File: config.mk
export PLATFORM = sky130hd
export DESIGN_NAME = spram_arbiter
export DESIGN_NICKNAME = d
export VERILOG_FILES = /design/src/rtl/spram_arbiter.sv
export SDC_FILE = /design/constraint.sdc
export NUM_CORES = 1
export LEC_CHECK = 0
export ABC_AREA = 1
export BUFFER_PORTS_ARGS = -buffer_cell sky130_fd_sc_hd__buf_4
export CAP_MARGIN = 20
export CORE_MARGIN = 3
export CORE_UTILIZATION = 43
export CTS_BUF_LIST = sky130_fd_sc_hd__clkbuf_16
export CTS_CLUSTER_DIAMETER = 100
export DETAILED_ROUTE_END_ITERATION = 12
export GPL_TIMING_DRIVEN = 1
export PLACE_DENSITY_LB_ADDON = 0.2
export SYNTH_ARGS = -nofsm -noshare
export SYNTH_HDL_FRONTEND = slang
export SYNTH_SLANG_ARGS = --single-unit
File: constraint.sdc
create_clock -name clk -period 2.5 [get_ports clk]
set_clock_uncertainty 0.15 [all_clocks]
set_input_delay 0.125 -clock clk [delete_from_list [all_inputs] [get_ports clk]]
set_output_delay 0.125 -clock clk [all_outputs]
set_load 0.02 [all_outputs]
File: src/rtl/spram_arbiter.sv
// Two-port arbiter in front of one iCE40 UP5K SPRAM bank (16K x 16).
// Round-robin with a bounded burst lock, registered SPRAM command and a 2-cycle read return.
module spram_arbiter #(
    parameter int unsigned LOCK_MAX   = 16,
    parameter int unsigned FIXED_PRIO = 0
) (
    input  logic        clk,
    input  logic        reset_n,

    input  logic        a_req,
    input  logic        a_we,
    input  logic        a_lock,
    input  logic [13:0] a_addr,
    input  logic [15:0] a_wdata,
    input  logic [3:0]  a_mask,
    output logic        a_gnt,
    output logic        a_rvalid,

    input  logic        b_req,
    input  logic        b_we,
    input  logic        b_lock,
    input  logic [13:0] b_addr,
    input  logic [15:0] b_wdata,
    input  logic [3:0]  b_mask,
    output logic        b_gnt,
    output logic        b_rvalid,

    output logic [15:0] rdata,

    output logic [13:0] ram_addr,
    output logic [15:0] ram_wdata,
    output logic [3:0]  ram_mask,
    output logic        ram_wren,
    output logic        ram_cs,
    input  logic [15:0] ram_rdata
);

    localparam logic [7:0] LockMax = 8'(LOCK_MAX);

    typedef enum logic {
        PortA = 1'b0,
        PortB = 1'b1
    } port_e;

    // Arbitration state
    port_e      last_q, last_d;
    port_e      owner_q, owner_d;
    logic       locked_q, locked_d;
    logic [7:0] lock_cnt_q, lock_cnt_d;

    // Command register and read tags
    logic [13:0] ram_addr_q;
    logic [15:0] ram_wdata_q;
    logic [3:0]  ram_mask_q;
    logic        ram_wren_q;
    logic        ram_cs_q;
    logic [1:0]  a_rd_q;
    logic [1:0]  b_rd_q;

    // Combinational decision
    port_e       winner;
    logic        grant;
    logic        contested;
    logic        lock_live;
    logic        win_we;
    logic        win_lock;
    logic [13:0] win_addr;
    logic [15:0] win_wdata;
    logic [3:0]  win_mask;
    logic [7:0]  cnt_base;

    // ------------------------------------------------------------------
    // Winner selection
    // ------------------------------------------------------------------
    always_comb begin
        contested = a_req & b_req;
        grant     = a_req | b_req;
        lock_live = locked_q && (lock_cnt_q < LockMax);
        winner    = a_req ? PortA : PortB;
        if (FIXED_PRIO == 0 && contested) begin
            if (lock_live) begin
                winner = owner_q;
            end else begin
                winner = (last_q == PortA) ? PortB : PortA;
            end
        end
    end

    always_comb begin
        if (winner == PortA) begin
            win_we    = a_we;
            win_lock  = a_lock;
            win_addr  = a_addr;
            win_wdata = a_wdata;
            win_mask  = a_mask;
        end else begin
            win_we    = b_we;
            win_lock  = b_lock;
            win_addr  = b_addr;
            win_wdata = b_wdata;
            win_mask  = b_mask;
        end
    end

    assign a_gnt = grant && (winner == PortA);
    assign b_gnt = grant && (winner == PortB);

    // ------------------------------------------------------------------
    // Next-state for fairness / lock tracking
    // ------------------------------------------------------------------
    always_comb begin
        last_d     = last_q;
        owner_d    = owner_q;
        locked_d   = locked_q;
        lock_cnt_d = lock_cnt_q;
        // A grant to the non-owner restarts the burst count from zero.
        cnt_base   = (locked_q && owner_q == winner) ? lock_cnt_q : 8'd0;
        if (grant) begin
            last_d = winner;
            if (win_lock) begin
                locked_d   = 1'b1;
                owner_d    = winner;
                lock_cnt_d = (contested && cnt_base < LockMax) ? cnt_base + 8'd1 : cnt_base;
            end else begin
                locked_d   = 1'b0;
                lock_cnt_d = 8'd0;
            end
        end
    end

    always_ff @(posedge clk or negedge reset_n) begin
        if (!reset_n) begin
            last_q     <= PortB;
            owner_q    <= PortA;
            locked_q   <= 1'b0;
            lock_cnt_q <= 8'd0;
        end else begin
            last_q     <= last_d;
            owner_q    <= owner_d;
            locked_q   <= locked_d;
            lock_cnt_q <= lock_cnt_d;
        end
    end

    // ------------------------------------------------------------------
    // SPRAM command register: address/data/mask hold while idle
    // ------------------------------------------------------------------
    always_ff @(posedge clk or negedge reset_n) begin
        if (!reset_n) begin
            ram_addr_q  <= 14'd0;
            ram_wdata_q <= 16'd0;
            ram_mask_q  <= 4'd0;
            ram_wren_q  <= 1'b0;
            ram_cs_q    <= 1'b0;
        end else begin
            ram_cs_q   <= grant;
            ram_wren_q <= grant & win_we;
            if (grant) begin
                ram_addr_q  <= win_addr;
                ram_wdata_q <= win_wdata;
                ram_mask_q  <= win_mask;
            end
        end
    end

    // Read tags: stage 0 = command on pins, stage 1 = data on DATAOUT.
    always_ff @(posedge clk or negedge reset_n) begin
        if (!reset_n) begin
            a_rd_q <= 2'b00;
            b_rd_q <= 2'b00;
        end else begin
            a_rd_q <= {a_rd_q[0], a_gnt & ~a_we};
            b_rd_q <= {b_rd_q[0], b_gnt & ~b_we};
        end
    end

    // ------------------------------------------------------------------
    // Outputs
    // ------------------------------------------------------------------
    assign ram_addr  = ram_addr_q;
    assign ram_wdata = ram_wdata_q;
    assign ram_mask  = ram_mask_q;
    assign ram_wren  = ram_wren_q;
    assign ram_cs    = ram_cs_q;

    assign a_rvalid  = a_rd_q[1];
    assign b_rvalid  = b_rd_q[1];
    assign rdata     = ram_rdata;

endmodule
==> results of run 1 <==
flip-flops by register name, indices dropped and copies added (netlist names):
signal,count
ram_mask,4
ram_addr,14
owner_q,1
ram_wdata,16
lock_cnt_q,8
locked_q,1
ram_cs,1
last_q,1
ram_wren,1
b_rd_q,2
a_rd_q,2
worst max-delay path, cell delays in order, from the launching register on:
cell           delay (ns)
dfrtp_1              0.43
nor2_1               0.17
nand4_1              0.16
nand3_4              0.14
nand2_2              0.08
inv_2                0.14
buf_8                0.25
nand2_1              0.09
nand3_1              0.10
dlygate4sd3_1        0.55
routing by layer:
metal	wire length, um	track usage	vias up
met5	0	0	-
met2	4410	0.442	107
met4	292	0.123	0
met3	534	0.0553	28
met1	3050	0.299	1340
li1	-	-	1301
cell usage in the layout (no fill, tap or decap):
cell type      instances
a21oi_4                1
buf_12                 2
buf_4                117
buf_8                  1
clkbuf_16              5
clkinv_2               2
clkinv_4               1
dfrtp_1               50
dfstp_2                1
diode_2                1
dlygate4sd3_1         71
ha_1                   1
inv_1                 10
inv_2                  2
inv_6                  1
nand2_1              135
nand2_2                6
nand3_1               49
nand3_4                1
nand3b_1               1
nand4_1                2
nor2_1                 8
nor2_4                 2
nor2_8                 1
o21ai_0                1
o21ai_1                5
o21ai_2                1
o22ai_1                1
o31ai_4                1
worst paths after layout:
path / startpoint / endpoint
max: lock_cnt_q[4]$_DFFE_PN0N_ / ram_wdata[9]$_DFFE_PN0N_
min in group asynchronous: reset_n / a_rd_q[1]$_DFF_PN0_
max in group asynchronous: reset_n / ram_addr[9]$_DFFE_PN0N_
min reg2reg: b_rd_q[0]$_DFF_PN0_ / b_rd_q[1]$_DFF_PN0_
max reg2reg: lock_cnt_q[4]$_DFFE_PN0N_ / ram_wdata[9]$_DFFE_PN0N_
min: b_req / ram_cs$_DFF_PN0_
kinds of logic (layout without fill, tap and decap cells):
family	after synthesis	after routing	synth area share
simple gates	205	205	0.358
fa+ha+maj	1	1	0.00501
flops	51	51	0.512
compound gates	10	10	0.0331
buf+inv	40	212	0.0923
other cells	0	1	0
report_power, final:
part	internal (uW)	switching, uW
clock	371	306
sequential	925	66.4
combinational	375	396
what timing repair did:
item	CTS	global route
resized for setup	0	2
hold endpoints to repair	87	0
setup buffers	0	2
hold buffers	71	0
endpoints found under the setup margin	0	10
cell type report:
cell class,instances,area [um^2]
Tap cell,72,90.1
Fill cell,377,1370
Clock inverter,3,18.8
Timing Repair Buffer,191,1640
Inverter,13,53.8
Clock buffer,5,125
Sequential cell,51,1280
Multi-Input combinational cell,216,995
Antenna cell,1,2.50
stage by stage:
stage	cells	hold WS [ns]	total power, uW	worst slack (ns)	instance area [um^2]
after global routing	552	0.0211	2550	0.00971	4210
after floorplan	307	-0.321	1350	0.470	2490
final	552	0.00168	2440	0.151	4210
after detailed placement	470	0.0473	1630	0.297	3310
after global placement	470	0.0455	1620	0.366	3310
after CTS	549	0.00241	2410	0.0294	4170
==> impl_metrics.toml, run 1 <==
[synthesis]
async_flop_share = 1.00
ys_seq_area_frac = 0.512
ys.flop_type = "dfrtp_1"
synthTopCellsByArea = "dfrtp_1 (50%), nand2_1 (20%), nand3_1 (9.8%)"
synthMostInstantiatedCell = "nand2_1"
yosysTopAreaCellShare = 0.502
synthTopCellsByCount = "nand2_1 (135), dfrtp_1 (50), nand3_1 (49)"
yosys.cell_types.count = 25
synthCells = 307
synth_largest_area_cell = "dfrtp_1"
avgSynthCellArea_um2 = 8.13
synth_edf_count = 0
synthesis.nets = 400
syn_area_mm2 = 0.00249
synth-seq-cells = 51
yosys_warnings = 0

[floorplan]
die_area_mm2 = 0.00675
initial_core_util = 0.448
die_w_um = 82.2
dieHeight_um = 82.2
boundaryPins = 148
row_count = 27
core_area_mm2 = 0.00557

[sta]
grt_setup_unrepaired = "no"
finalSetupViolCount = 0
timing.setup.tns_ns = 0
min_period_ns = 2.35
hold_viol = 0
max_freq_ghz = 0.426
tightest_slew_ns = 0.629
drv_slew = 0
fin_crit_sh = 0.940
slew_headroom = 0.581

[grt]
antenna_found_initial = 1
grt_pass1_vias = 2710
grt_max_degree = 52
grt.overflow.total = 0
grt_pass1_wl_um = 13000
grtUsageTotal = 0.255

[pwr]
irDropWorstVdd_v = 0.000433
p_leak_uw = 0.00214
power.density_mw_per_mm2 = 580

[min_path]
whs_path_depth = 3
hold_class = "input pin to register"

[routing]
vias = 2776
drt-total-wl_um = 8280
first_iter_violations = 186
wl_per_cell_um = 15.0
dr.pass1.iters = 4
vias_per_cell = 5.03
drc_errors = 0
ant_nets = 0

[critical_path]
cp.required_ns = 2.58
crit_path_start_kind = "register"
critPathMaxFanout = 35
r2r_setup_slack_ns = 0.15
r2r_cells = 9
crit_path_end_kind = "register"
critPathKind = "register to register"
worstPathArrival_ns = 2.43

[cts]
cts_tree = "built"
clkSinkCount = 51
cts_root_buffer = "clkbuf_16"
clkTransAtPathRegs_ns = 0.07
clock_path_buffers = 2
cts_made_buffers = 5
clk_latency_ns = 0.29
ctsHtreeMaxLevel = 2

[layout]
area_growth_pct = 68.6
fin_util = 0.755
nets = 571
drive_gt1_frac = 0.303

[status]
status = "complete, no violations"

[placed_design]
place_hpwl_um = 4590
numPortBuffers = 115
place.gp.congestion = 0.826

[flow_run]
timing.max_cap.violations = 0
Power figures use the tool's default switching activity.
==> inputs of run 2 (changes only) <==
BUFFER_PORTS_ARGS = not set   (was -buffer_cell sky130_fd_sc_hd__buf_4)
CORE_ASPECT_RATIO = 1.4   (was not set)
CORE_UTILIZATION = 45   (was 43)
DONT_BUFFER_PORTS = 1   (was not set)
HOLD_SLACK_MARGIN = 0.02   (was not set)
==> impl_metrics.toml, run 2 (synthesized netlist as in run 1, its figures left out) <==
[sta]
fin_crit_sh = 0.924
grt_setup_unrepaired = "no"
max_freq_ghz = 0.433
setup_slack_ns = 0.191
min_period_ns = 2.31
drv_slew = 0
finalSetupViolCount = 0
timing.setup.tns_ns = 0
slew_headroom = 0.630
hold_viol = 0
whs_ns = 0.0738
tightest_slew_ns = 0.555

[critical_path]
r2r_setup_slack_ns = 0.19
reg2reg_to = "ram_addr[12]$_DFFE_PN0N_"
crit_path_end_kind = "register"
rr_startpoint = "lock_cnt_q[4]$_DFFE_PN0N_"
critPathMaxFanout = 11
r2r_cells = 10
cp-endpoint = "ram_addr[12]$_DFFE_PN0N_"
cp.required_ns = 2.57
worstPathArrival_ns = 2.38
crit_path_start_kind = "register"
cp-startpoint = "lock_cnt_q[4]$_DFFE_PN0N_"
critPathKind = "register to register"

[placed_design]
place_hpwl_um = 3930
placed_cell_area_mm2 = 0.00244
numPortBuffers = 0
place.gp.congestion = 0.812
place_ws_ns = 0.288

[status]
status = "complete, no violations"

[routing]
vias_per_cell = 5.27
drc_errors = 0
drt-total-wl_um = 6900
dr.pass1.iters = 5
wl_per_cell_um = 15.7
vias = 2313
first_iter_violations = 109
ant_nets = 0

[flow_run]
timing.max_cap.violations = 0

[min_path]
hold_class = "input pin to register"

[layout]
area_growth_pct = 37.4
layout_commonest_cell = "nand2_1"
fill_cells = 415
drive_gt1_frac = 0.0831
postLayoutCellArea_mm2 = 0.00343
num_antenna_cells = 0
final_cell_mix = "nand2_1 (135), dlygate4sd3_1 (76), dfrtp_1 (50), nand3_1 (49), inv_1 (12)"
nets = 465
largest_register_ffs = 16

[pwr]
irDropWorstVdd_v = 0.000513
power.density_mw_per_mm2 = 635
p_leak_uw = 0.00164
power_uw = 2180

[cts]
clkSinkCount = 51
clkTransAtPathRegs_ns = 0.06
ctsHtreeMaxLevel = 2
cts_made_buffers = 5
clock_path_buffers = 2
clk_latency_ns = 0.29
cts_tree = "built"
cts_root_buffer = "clkbuf_16"

[grt]
grt.overflow.total = 0
grtUsageTotal = 0.230
grt_max_degree = 52
antenna_found_initial = 0
grt_pass1_vias = 2442
grt_pass1_wl_um = 11300

[floorplan]
boundaryPins = 148
die_w_um = 68.9
die_area_mm2 = 0.00649
initial_core_util = 0.473
row_count = 31
dieHeight_um = 94.1
core_area_mm2 = 0.00528
run 2: cell types whose count changed in the layout (fill, tap and decap cells not counted), moves of 2 or more:
cell           previous run  this run
buf_4                   117         5
clkinv_2                  2         0
dlygate4sd3_1            71        76
inv_1                    10        12
run 2: worst max-delay path, cell delays in order (launching register included):
cell	delay, ns
dfrtp_1	0.43
nor2_1	0.17
nand3_1	0.11
nand2_2	0.09
nand3_4	0.09
nand2_2	0.11
inv_2	0.09
nor2_4	0.28
nand2_1	0.09
nand3_1	0.08
dlygate4sd3_1	0.55
run 2: where the power goes:
group          leakage (uW)  switching [uW]  internal, uW  total [uW]
registers          0.000625             187           925        1110
logic              0.000939             216           198         414
clock network     0.0000724             285           364         649
total               0.00164             689          1490        2180
run 2: metal layers:
layer	part of all wire	track usage	wire, um
met3	0.085	0.0587	587
met2	0.53	0.400	3680
met4	0.022	0.0911	150
met1	0.36	0.260	2480
met5	0	0	0
run 2: how the worst min path moves through the flow:
stage	cells after the start	start	to
3_5_place_dp	0	reset_n	ram_wdata[3]$_DFFE_PN0N_
3_3_place_gp	0	reset_n	ram_wdata[3]$_DFFE_PN0N_
6_report	4	a_req	lock_cnt_q[7]$_DFFE_PN0N_
2_1_floorplan	0	reset_n	a_rd_q[0]$_DFF_PN0_
5_1_grt	0	ram_rdata[14]	rdata[14]
4_1_cts	4	a_req	lock_cnt_q[7]$_DFFE_PN0N_
run 2: cell type report:
class | count | area [um^2] | share of cell area
Clock inverter | 3 | 15.0 | 0.00438
Timing Repair Buffer | 85 | 878 | 0.256
Multi-Input combinational cell | 216 | 995 | 0.290
Clock buffer | 5 | 125 | 0.0365
Inverter | 13 | 53.8 | 0.0157
Tap cell | 66 | 82.6 | 0.0241
Sequential cell | 51 | 1280 | 0.373
run 2: through the flow:
step	cells	utilization
finish	439	0.650
global route	439	0.650
CTS	435	0.641
detailed placement	349	0.463
global placement	349	0.463
floorplan	307	-
run 2: what timing repair did:
item                                   CTS  global route
endpoints found under the hold margin   95             0
setup endpoints to repair                0            10
buffers inserted                         0             4
hold buffers                            78             0
resized for setup                        0             4
